$ cat src/rtl/lzw_job_seq.sv
// Job sequencer around an LZW engine. It initialises the code RAM, loads a host job into the IO RAM,
// starts compression, and streams the engine's output RAM back to the host.
module lzw_job_seq (
  input  logic        clk,
  input  logic        rst_n,
  input  logic        i_host_vld,
  input  logic [7:0]  i_host_data,
  input  logic        i_host_last,
  output logic        o_host_rdy,
  output logic        o_out_vld,
  output logic [7:0]  o_out_data,
  output logic        o_out_last,
  input  logic        i_out_rdy,
  output logic        o_init_cr,
  output logic        o_init_lzw,
  input  logic        i_done_cr,
  input  logic        i_lzw_done,
  input  logic [11:0] i_outram_cnt,
  output logic [11:0] o_char_cnt,
  output logic        o_ioram_en,
  output logic        o_ioram_we,
  output logic [11:0] o_ioram_addr,
  output logic [7:0]  o_ioram_din,
  output logic        o_outram_en,
  output logic [11:0] o_outram_addr,
  input  logic [7:0]  i_outram_dout,
  output logic        o_busy,
  output logic        o_err_short,
  output logic        o_err_ovf,
  output logic        o_err_tmo
);

  // state  | meaning
  // CR_GO  | pulse init_cr for one cycle
  // CR_WT  | wait for done_cr (watchdog running)
  // LOAD   | accept host bytes into the IO RAM
  // RUN_GO | pulse init_lzw for one cycle
  // RUN_WT | wait for lzw_done (watchdog running)
  // UL_RD  | issue an output RAM read at rcnt
  // UL_OUT | present the byte until the host takes it
  localparam logic [2:0] S_CR_GO  = 3'd0;
  localparam logic [2:0] S_CR_WT  = 3'd1;
  localparam logic [2:0] S_LOAD   = 3'd2;
  localparam logic [2:0] S_RUN_GO = 3'd3;
  localparam logic [2:0] S_RUN_WT = 3'd4;
  localparam logic [2:0] S_UL_RD  = 3'd5;
  localparam logic [2:0] S_UL_OUT = 3'd6;

  logic [2:0]  r_state;
  logic [11:0] r_wcnt;
  logic [11:0] r_rcnt;
  logic [11:0] r_ulen;
  logic [11:0] r_char_cnt;
  logic [15:0] r_wd;
  logic [7:0]  r_hold;
  logic        r_first;
  logic        r_err_short;
  logic        r_err_ovf;
  logic        r_err_tmo;

  logic w_acc;
  logic w_ul_last;
  logic w_wd_exp;

  assign w_acc     = (r_state == S_LOAD) && i_host_vld;
  assign w_ul_last = (r_rcnt == (r_ulen - 12'd1));
  assign w_wd_exp  = (r_wd == 16'hFFFF);

  always_ff @(posedge clk) begin
    if (!rst_n) begin
      r_state     <= S_CR_GO;
      r_wcnt      <= 12'd0;
      r_rcnt      <= 12'd0;
      r_ulen      <= 12'd0;
      r_char_cnt  <= 12'd0;
      r_wd        <= 16'd0;
      r_hold      <= 8'd0;
      r_first     <= 1'b0;
      r_err_short <= 1'b0;
      r_err_ovf   <= 1'b0;
      r_err_tmo   <= 1'b0;
    end else begin
      case (r_state)
        S_CR_GO: begin
          r_wd    <= 16'd0;
          r_state <= S_CR_WT;
        end
        S_CR_WT: begin
          if (i_done_cr) begin
            r_state <= S_LOAD;
          end else if (w_wd_exp) begin
            r_err_tmo <= 1'b1;
            r_state   <= S_CR_GO;
          end else begin
            r_wd <= r_wd + 16'd1;
          end
        end
        S_LOAD: begin
          if (w_acc) begin
            // A one-byte job is discarded; wcnt is already zero so nothing to clear.
            if (i_host_last && (r_wcnt == 12'd0)) begin
              r_err_short <= 1'b1;
            end else if (i_host_last || (r_wcnt == 12'hFFF)) begin
              r_char_cnt <= r_wcnt;
              r_wcnt     <= 12'd0;
              if (!i_host_last) r_err_ovf <= 1'b1;
              r_state    <= S_RUN_GO;
            end else begin
              r_wcnt <= r_wcnt + 12'd1;
            end
          end
        end
        S_RUN_GO: begin
          r_wd    <= 16'd0;
          r_state <= S_RUN_WT;
        end
        S_RUN_WT: begin
          if (i_lzw_done) begin
            r_ulen  <= i_outram_cnt;
            r_rcnt  <= 12'd0;
            r_state <= (i_outram_cnt == 12'd0) ? S_CR_GO : S_UL_RD;
          end else if (w_wd_exp) begin
            r_err_tmo <= 1'b1;
            r_state   <= S_CR_GO;
          end else begin
            r_wd <= r_wd + 16'd1;
          end
        end
        S_UL_RD: begin
          r_first <= 1'b1;
          r_state <= S_UL_OUT;
        end
        S_UL_OUT: begin
          r_first <= 1'b0;
          if (r_first) r_hold <= i_outram_dout;
          if (i_out_rdy) begin
            r_rcnt  <= r_rcnt + 12'd1;
            r_state <= w_ul_last ? S_CR_GO : S_UL_RD;
          end
        end
        default: r_state <= S_CR_GO;
      endcase
    end
  end

  // rst_n gates init_cr so the pulse appears only in the first cycle after release.
  assign o_init_cr  = rst_n && (r_state == S_CR_GO);
  assign o_init_lzw = (r_state == S_RUN_GO);
  assign o_host_rdy = (r_state == S_LOAD);
  assign o_busy     = (r_state != S_LOAD);

  assign o_ioram_en   = w_acc;
  assign o_ioram_we   = w_acc;
  assign o_ioram_addr = r_wcnt;
  assign o_ioram_din  = i_host_data;
  assign o_char_cnt   = r_char_cnt;

  assign o_outram_en   = (r_state == S_UL_RD);
  assign o_outram_addr = r_rcnt;

  // Offering RAM data directly in the first UL_OUT cycle keeps the 2-cycle-per-byte rate.
  assign o_out_vld  = (r_state == S_UL_OUT);
  assign o_out_data = r_first ? i_outram_dout : r_hold;
  assign o_out_last = (r_state == S_UL_OUT) && w_ul_last;

  assign o_err_short = r_err_short;
  assign o_err_ovf   = r_err_ovf;
  assign o_err_tmo   = r_err_tmo;

endmodule

$ cat config.mk
export PLATFORM = sky130hd
export DESIGN_NAME = lzw_job_seq
export DESIGN_NICKNAME = d
export VERILOG_FILES = /design/src/rtl/lzw_job_seq.sv
export SDC_FILE = /design/constraint.sdc
export NUM_CORES = 1
export LEC_CHECK = 0
export BUFFER_PORTS_ARGS = -buffer_cell sky130_fd_sc_hd__buf_2
export CORE_ASPECT_RATIO = 1.75
export CORE_MARGIN = 2
export CORE_UTILIZATION = 50
export DETAILED_ROUTE_END_ITERATION = 12
export PLACE_DENSITY = 0.76
export SYNTH_ARGS = -nofsm -noshare
export SYNTH_HDL_FRONTEND = slang
export SYNTH_SLANG_ARGS = --single-unit
$ cat constraint.sdc
create_clock -name clk -period 3.17 [get_ports clk]
set_input_delay 0.634 -clock clk [delete_from_list [all_inputs] [get_ports clk]]
set_output_delay 0.634 -clock clk [all_outputs]
set_load 0.005 [all_outputs]
==> flow_summary.json <==
{
  "synth_cells": 472,
  "initial_core_util_pct": 50.89,
  "synth_cell_types": 53,
  "grt_first_pass_wirelength_um": 15620,
  "postCtsResizedCells": 0,
  "num_vias": 3582,
  "start_kind": "flop",
  "grt.total_usage_pct": 22.83,
  "slowest_delay_ns": 0.37,
  "worstSetupPathType": "flop to output pin",
  "synthArstFlopShare_pct": 0,
  "io-pin-count": 99,
  "yosysWarnings": 0,
  "antenna_found_initial": 0,
  "synth_enable_flop_cells": 0,
  "cp_slowest_cell": "a2111oi_4",
  "fin_crit_sh_pct": 94.35,
  "cts_buffers": 9,
  "area_delta_synth_final_pct": 19.70,
  "grt_pass1_vias": 3461,
  "grt_max_degree": 19,
  "grtUsageMet2_pct": 40.80,
  "min_period_ns": 2.991,
  "viasPerCell": 5.614,
  "cp.arrival_ns": 2.36,
  "crit_required_ns": 2.54,
  "crit_path_end_kind": "output pin",
  "ctsHoldBuffers": 0,
  "ant_nets": 0,
  "gr-total-overflow": 0,
  "ys_seq_area_share_pct": 39.84,
  "rsz0062_at_grt": "no",
  "final_cell_count_no_fill": 638,
  "final_hold_viol_count": 0,
  "fillers": 695,
  "htreeDepth": 3,
  "final_nets": 583,
  "synth_fp_nets": 512,
  "wl_um": 9459,
  "outcome": "finished clean",
  "worst_pin_slew_ns": 0.7414,
  "synth_area_leaders": "dfxtp_1 (40%), nor2_1 (6.8%), mux2i_1 (5.3%)",
  "clock_latency_ns": 0.33,
  "diodes": 0,
  "seq_area_um2": 1582,
  "layout_common_cells": "buf_2 (82), dfxtp_1 (79), nor2_1 (72), nand2_1 (51), a21oi_1 (24)",
  "power_density_nw_per_um2": 527.9,
  "p_leak_nw": 2.046,
  "drive_above_1_share_pct": 22.81,
  "drc": 0,
  "grt.busiest_layer": "met2",
  "yosysTopAreaCell": "dfxtp_1",
  "placeableCoreArea_um2": 7801,
  "synth_top_flop_cell": "dfxtp_1",
  "multiInputGateArea_um2": 2203,
  "use_met3_pct": 6.452,
  "synth-seq-cells": 79,
  "power_mw": 2.509,
  "cp_max_fo": 5,
  "place_inst": 622,
  "slew_headroom_pct": 50.19,
  "portBuffers": 82,
  "post_cts_buffers": 0,
  "numClockSinks": 79,
  "fmax_mhz": 334.4,
  "min_path_type": "flop to flop",
  "finClkSkew_ns": 0.007491,
  "synth_top_cell_area_share_pct": 39.84,
  "setup_viol": 0,
  "fp.dieH_um": 121.9,
  "cts-root-buf": "clkbuf_16",
  "netlist_area_um2": 3970,
  "dieArea_um2": 8697,
  "avgRoutedWirePerCell_um": 14.83,
  "avgSynthCellArea_um2": 8.411,
  "fp.dieW_um": 71.36,
  "place_area_um2": 4397,
  "drt-initial-drc-count": 119,
  "cts_buffer_depth": 2,
  "max-vdd-ir-drop_mv": 0.3410,
  "globalplace.congestion": 0.9172,
  "dr.pass1.iters": 4,
  "dpl.hpwl_um": 7241,
  "max_cap_violations": 0,
  "gr-usage-met1_pct": 23.66,
  "preCtsSetupSlack_ns": 0.4498,
  "stdcell_area_um2": 4752,
  "layout_setup_ws_ns": 0.1792,
  "mostFrequentLayoutCell": "buf_2",
  "slew_viol_final": 0,
  "placementRows": 43,
  "cts.clk_slew.worst_paths_ns": 0.06,
  "path_cells": "inv_1, ha_1, nor4b_4, and3_1, o2111ai_1, a2111oi_4, and3_2, buf_2",
  "cts_tree": "done",
  "final.setup.tns_ns": 0
}
-- cell usage after synthesis, types with 10 or more instances --
cell type / instances
nand4_1: 12
xor2_1: 23
nand2_1: 51
nor3_1: 17
dfxtp_1: 79
buf_4: 10
xnor2_1: 23
inv_1: 11
nand3_1: 16
nor2_1: 72
a21oi_1: 24
clkbuf_1: 16
mux2i_1: 21
mux2_2: 10
-- logic make-up (layout without fill, tap and decap cells) --
group	after synthesis	in the layout	share of synthesized area, %
flip-flops	79	79	39.84
multiplexers	31	31	8.131
AND/OR/NAND/NOR	217	217	26.60
adder cells (fa/ha/maj)	5	5	1.576
buffers and inverters	41	117	4.885
XOR/XNOR	46	46	10.15
AO/OA/AOI/OAI	53	53	8.825
-- through the flow --
stage                     utilization [%]  hold slack, ns
after floorplan                         -          0.4481
after global placement              56.36          0.4529
after detailed placement            56.36          0.4583
after CTS                           60.80          0.4733
after global routing                60.91          0.5172
final                               60.91          0.4693
-- state kept, by name, indices dropped and copies added (netlist names), 3 cells and up --
name / cells
r_wd: 16
r_hold: 8
o_ioram_addr: 12
r_ulen: 12
o_outram_addr: 12
r_state: 3
o_char_cnt: 12
-- power breakdown --
part,total (mW),switching [mW],internal (mW)
clock,1.18,0.398,0.787
combinational,0.270,0.153,0.117
sequential,1.05,0.0414,1.01
total,2.51,0.592,1.92
-- worst paths after layout --
path | from | end | slack (ns) | cells past startpoint
hold reg to reg | o_err_short$_SDFFE_PN0P_ | o_err_short$_SDFFE_PN0P_ | 0.47 | 2
setup reg to reg | o_ioram_addr[0]$_SDFFE_PN0P_ | o_char_cnt[0]$_SDFFE_PN0P_ | 0.78 | 9
hold / removal | o_err_short$_SDFFE_PN0P_ | o_err_short$_SDFFE_PN0P_ | 0.47 | 2
setup / recovery | r_ulen[0]$_SDFFE_PN0P_ | o_out_last | 0.18 | 8
-- area by class of cell --
type / count / share of cell area (%)
multi-input combinational: 352 / 46.37
sequential: 79 / 33.28
timing repair buffer: 89 / 9.742
clock buffer: 10 / 5.029
tap: 90 / 2.370
clock inverter: 6 / 2.264
inverter: 12 / 0.9479
-- layer usage --
layer  part of all wire, %  vias up  wire length [µm]
met5                     0        -                 0
met4                   2.9        0               275
met3                   4.7       18               443
met2                    55       93              5188
met1                    38     1714              3551
li1                      -     1757                 -
-- critical path: cells and delay by family (launching register included) --
kind / cells / cell delay, ns
adder cells (fa/ha/maj): 1 / 0.25
AND/OR/NAND/NOR: 3 / 0.72
AO/OA/AOI/OAI: 2 / 0.53
buffers and inverters: 2 / 0.18
flip-flops: 1 / 0.35
(Power assumes the default switching activity.)
